==> config.mk <==
export PLATFORM = sky130hd
export DESIGN_NAME = riscv32ima_mem_arbiter
export DESIGN_NICKNAME = d
export VERILOG_FILES = /design/src/rtl/riscv32ima_pkg.sv /design/src/rtl/riscv32ima_arb_starve.sv /design/src/rtl/riscv32ima_mem_arbiter.sv
export SDC_FILE = /design/constraint.sdc
export NUM_CORES = 1
export LEC_CHECK = 0
export CAP_MARGIN = 5
export CORE_AREA = 2 2 268 270
export CTS_CLUSTER_SIZE = 30
export DETAILED_ROUTE_END_ITERATION = 16
export DIE_AREA = 0 0 270 272
export DONT_BUFFER_PORTS = 1
export GPL_TIMING_DRIVEN = 0
export SYNTH_ARGS = -nofsm -noshare
export SYNTH_HDL_FRONTEND = slang
export SYNTH_SLANG_ARGS = --single-unit
==> constraint.sdc <==
create_clock -name clk -period 4.6 [get_ports clk]
set_clock_uncertainty 0.1 [all_clocks]
set_input_delay 0 -clock clk [delete_from_list [all_inputs] [get_ports clk]]
set_output_delay 0 -clock clk [all_outputs]
set_load 0.02 [all_outputs]
==> src/rtl/riscv32ima_pkg.sv <==
// Shared types and constants for the riscv32ima memory-side blocks.
package riscv32ima_pkg;

  localparam int ADDR_WIDTH = 32;
  localparam int DATA_WIDTH = 64;

  typedef enum logic [1:0] {
    IDLE   = 2'd0,
    HOLD_I = 2'd1,
    HOLD_D = 2'd2
  } arb_state_t;

  typedef enum logic {
    OWN_I = 1'b0,
    OWN_D = 1'b1
  } arb_owner_t;

endpackage

==> src/rtl/riscv32ima_arb_starve.sv <==
// Saturating count of consecutive data acceptances while fetch is waiting.
module riscv32ima_arb_starve #(
  parameter int LIMIT = 4
) (
  input  logic clk,
  input  logic rst,
  input  logic inc,
  input  logic clr,
  output logic at_limit
);

  localparam int CW = $clog2(LIMIT + 1);
  localparam logic [CW-1:0] LIM = CW'(LIMIT);

  logic [CW-1:0] cnt_q, cnt_d;

  // Clear dominates so a fetch acceptance always restarts the window.
  always_comb begin
    cnt_d = cnt_q;
    if (clr) begin
      cnt_d = '0;
    end else if (inc && (cnt_q != LIM)) begin
      cnt_d = cnt_q + 1'b1;
    end
  end

  always_ff @(posedge clk) begin
    if (rst) begin
      cnt_q <= '0;
    end else begin
      cnt_q <= cnt_d;
    end
  end

  assign at_limit = (cnt_q == LIM);

endmodule

==> src/rtl/riscv32ima_mem_arbiter.sv <==
// Two-requester (fetch/data) arbiter onto one memory port, data-priority with a
// starvation guard, grant held across memory stalls, read data steered back.
module riscv32ima_mem_arbiter #(
  parameter int ADDR_WIDTH   = riscv32ima_pkg::ADDR_WIDTH,
  parameter int DATA_WIDTH   = riscv32ima_pkg::DATA_WIDTH,
  parameter int STARVE_LIMIT = 4
) (
  input  logic                  clk,
  input  logic                  rst,
  input  logic                  i_ncs,
  input  logic                  i_nwe,
  input  logic [ADDR_WIDTH-1:0] i_addr,
  input  logic [DATA_WIDTH-1:0] i_wdata,
  input  logic [DATA_WIDTH-1:0] i_wmask,
  output logic                  i_stall,
  output logic                  i_rvalid,
  output logic [DATA_WIDTH-1:0] i_rdata,
  input  logic                  d_ncs,
  input  logic                  d_nwe,
  input  logic [ADDR_WIDTH-1:0] d_addr,
  input  logic [DATA_WIDTH-1:0] d_wdata,
  input  logic [DATA_WIDTH-1:0] d_wmask,
  output logic                  d_stall,
  output logic                  d_rvalid,
  output logic [DATA_WIDTH-1:0] d_rdata,
  output logic                  m_ncs,
  output logic                  m_nwe,
  output logic [ADDR_WIDTH-1:0] m_addr,
  output logic [DATA_WIDTH-1:0] m_wdata,
  output logic [DATA_WIDTH-1:0] m_wmask,
  input  logic [DATA_WIDTH-1:0] m_rdata,
  input  logic                  m_stall,
  output logic [1:0]            dbg_state_o
);

  import riscv32ima_pkg::*;

  // Handshake: a port with x_ncs=0 keeps every request field stable while
  // x_stall=1; the request is taken in the cycle x_stall drops to 0, and a
  // read taken in cycle N returns with x_rvalid=1 in cycle N+1.

  arb_state_t state_q, state_d;
  arb_owner_t resp_owner_q;
  logic       resp_pend_q;
  logic       gnt_i, gnt_d, accept, at_limit;
  logic       starve_inc, starve_clr;

  always_comb begin
    gnt_i = 1'b0;
    gnt_d = 1'b0;
    if (!rst) begin
      unique case (state_q)
        IDLE: begin
          gnt_i = !i_ncs && (d_ncs || at_limit);
          gnt_d = !d_ncs && !gnt_i;
        end
        HOLD_I: gnt_i = !i_ncs;
        HOLD_D: gnt_d = !d_ncs;
        default: begin
          gnt_i = 1'b0;
          gnt_d = 1'b0;
        end
      endcase
    end
  end

  assign accept  = (gnt_i || gnt_d) && !m_stall;
  assign i_stall = !i_ncs && !(gnt_i && !m_stall);
  assign d_stall = !d_ncs && !(gnt_d && !m_stall);

  always_comb begin
    m_ncs   = 1'b1;
    m_nwe   = 1'b1;
    m_addr  = '0;
    m_wdata = '0;
    m_wmask = '0;
    if (gnt_i) begin
      m_ncs   = 1'b0;
      m_nwe   = i_nwe;
      m_addr  = i_addr;
      m_wdata = i_wdata;
      m_wmask = i_wmask;
    end else if (gnt_d) begin
      m_ncs   = 1'b0;
      m_nwe   = d_nwe;
      m_addr  = d_addr;
      m_wdata = d_wdata;
      m_wmask = d_wmask;
    end
  end

  // A withdrawn hold yields no grant and so falls back to IDLE here.
  always_comb begin
    state_d = IDLE;
    if (gnt_i && m_stall) begin
      state_d = HOLD_I;
    end else if (gnt_d && m_stall) begin
      state_d = HOLD_D;
    end
  end

  always_ff @(posedge clk) begin
    if (rst) begin
      state_q      <= IDLE;
      resp_pend_q  <= 1'b0;
      resp_owner_q <= OWN_I;
    end else begin
      state_q     <= state_d;
      resp_pend_q <= accept && m_nwe;
      if (accept) begin
        resp_owner_q <= gnt_d ? OWN_D : OWN_I;
      end
    end
  end

  assign starve_inc = gnt_d && !m_stall && !i_ncs;
  assign starve_clr = (gnt_i && !m_stall) || i_ncs;

  riscv32ima_arb_starve #(
    .LIMIT(STARVE_LIMIT)
  ) u_starve (
    .clk     (clk),
    .rst     (rst),
    .inc     (starve_inc),
    .clr     (starve_clr),
    .at_limit(at_limit)
  );

  // Gated by rst so a response in flight when reset hits is never reported.
  assign i_rvalid    = !rst && resp_pend_q && (resp_owner_q == OWN_I);
  assign d_rvalid    = !rst && resp_pend_q && (resp_owner_q == OWN_D);
  assign i_rdata     = m_rdata;
  assign d_rdata     = m_rdata;
  assign dbg_state_o = state_q;

endmodule

==> impl_metrics.json <==
{
  "drt-total-wl_um": 43500,
  "cts_buffers": 3,
  "gr-usage-all-layers_pct": 11.0,
  "maxCapViolCount": 0,
  "slew_headroom_pct": 21.1,
  "synth_edf_count": 0,
  "syn_area_per_cell_um2": 7.96,
  "leakagePower_nw": 1.57,
  "ys_top_cells_by_area": "a22o_1 (47%), buf_4 (33%), dfxtp_1 (4.7%)",
  "cts_root_buffer": "clkbuf_16",
  "finalHoldViolCount": 0,
  "hold_path.class": "in -> out",
  "rsz0062_at_grt": "false",
  "vdd_drop_max_uv": 76.0,
  "synth_commonest_cells": "a22o_1 (160), buf_4 (130), buf_2 (25), clkbuf_1 (9), dfxtp_1 (7)",
  "synthCells": 371,
  "status": "completed",
  "ys_ff_latch": 7,
  "clk_pin_slew_ps": 40,
  "finalCritPeriodShare_pct": 73.9,
  "final_util_pct": 6.09,
  "grt_max_degree": 11,
  "syn2layout_area_growth_pct": 46.0,
  "end_kind": "primary output",
  "yosys_warnings": 0,
  "fin_crit_ps": 3400,
  "ctsResizeCount": 0,
  "die_height_um": 272,
  "die_area_um2": 73400,
  "postRouteAntennaNets": 0,
  "rows": 98,
  "gp_congestion": 1.00,
  "drcViolationCount": 0,
  "fin_nets": 774,
  "cellPowerDensity_nw_per_um2": 192,
  "startpoint_type": "flop",
  "fp.coreArea_um2": 70800,
  "post_cts_buffers": 0,
  "cts_sinks": 7,
  "routed_via_density": 2.63,
  "synth_top_area_share_pct": 47.5,
  "via_count": 3532,
  "clock_latency_ps": 230,
  "syn-num-nets": 764,
  "yosysMostFrequentCell": "a22o_1",
  "postSynth.asyncResetShare_pct": 0,
  "final_cell_area_um2": 4310,
  "post-dp-hpwl_um": 40300,
  "drtIter0Drc": 93,
  "crit_type": "reg -> out",
  "antenna_found_initial": 19,
  "wl_per_cell_um": 32.4,
  "crit_arrival_ps": 3300,
  "drive_above_1_share_pct": 42.6,
  "grt_pass1_wl_um": 48900,
  "fmax_ghz": 0.294,
  "synth_top_flop_cell": "dfxtp_1",
  "dr.pass1.iters": 4,
  "boundaryPins": 687,
  "worstMarginPinSlew_ps": 1180,
  "placed_area_um2": 4160,
  "htreeDepth": 1,
  "clk_path_buf_depth": 2,
  "setup_viol": 0,
  "syn_area_um2": 2950,
  "portBuffers": 0,
  "synth.distinct_cells": 28,
  "required_ps": 4500,
  "globalRouteOverflowTotal": 0,
  "slew_viol_final": 0,
  "yosys.area.top_type": "a22o_1",
  "setup_tns_ps": 0,
  "critPathMaxFanout": 10,
  "seq_area_frac_synth_pct": 4.75,
  "n_fill_cell": 8377,
  "die_x_um": 270,
  "grt_pass1_vias": 3357,
  "cts_tree": "yes",
  "holdWs_ps": 13.6,
  "initial_core_util_pct": 4.17
}
## cells by family after synthesis
| group | synth area share, % |
|---|---|
| fa+ha+maj | 0.848 |
| buf+inv | 39.2 |
| simple gates | 3.48 |
| compound gates | 51.7 |
| flops | 4.75 |
## report_power, final
part           switching, mW  internal [mW]
sequential           0.00330         0.0630
combinational          0.452          0.159
clock                 0.0356          0.116
total                  0.491          0.338
## state kept, by name, summed over array words and instances, names as in the netlist
register	count
u_starve.cnt_q	3
dbg_state_o	2
resp_owner_q	1
resp_pend_q	1
## final timing paths
check                                 start                              to  slack, ps  cells after the start
min reg2reg  u_starve.cnt_q[1]$_SDFFE_PP0P_  u_starve.cnt_q[1]$_SDFFE_PP0P_        390                      2
max reg2reg       dbg_state_o[1]$_SDFF_PP0_          resp_pend_q$_SDFF_PP0_       1760                      6
min                             m_rdata[60]                     d_rdata[60]         10                      1
max               dbg_state_o[0]$_SDFF_PP0_                     m_wdata[14]       1200                      4
## per-stage QoR
stage | power (mW) | cells | setup WS (ps)
floorplan | 0.488 | 371 | 2660
global placement | 0.692 | 1321 | 705
detailed placement | 0.693 | 1322 | 1230
CTS | 0.851 | 1330 | 978
global route | 0.860 | 1343 | 895
finish | 0.828 | 1344 | 1200
## metal layers
metal | vias to the layer above | global-route usage, % | wire length (um) | part of all wire (%)
li1 | 1345 | - | - | -
met4 | 0 | 4.80 | 2130 | 4.9
met2 | 480 | 18.4 | 20200 | 46
met1 | 1613 | 13.2 | 17800 | 41
met3 | 94 | 2.86 | 3390 | 7.8
met5 | - | 0 | 0 | 0
## critical path, cell delays in order (launching register included)
cell and delay [ps]:
dfxtp_1 660, a211oi_2 190, nor4_4 550, clkbuf_1 940
a22o_1 700
## placed cells by master (no fill, tap or decap), drive strengths merged, types with 3 or more instances in the layout
master,n
a21oi,6
a22o,160
buf,156
clkbuf,13
dfxtp,7
diode,14
dlygate4sd3,4
inv,6
nor2,3
## what timing repair did
item,4_1_cts,5_1_grt
hold endpoints to repair,9,0
setup endpoints to repair,0,0
hold buffers,4,0
## area by class of cell
class,instances,area [um^2],share of cell area (%)
clock buffers,4,78.8,1.83
plain buffers,164,1130,26.3
well taps,950,1190,27.6
diodes,14,35.0,0.813
repair buffers,5,55.1,1.28
flip-flops and latches,7,140,3.25
inverters,6,22.5,0.523
multi-input cells,194,1650,38.4
Note: power is estimated with default switching activity, not from simulation.
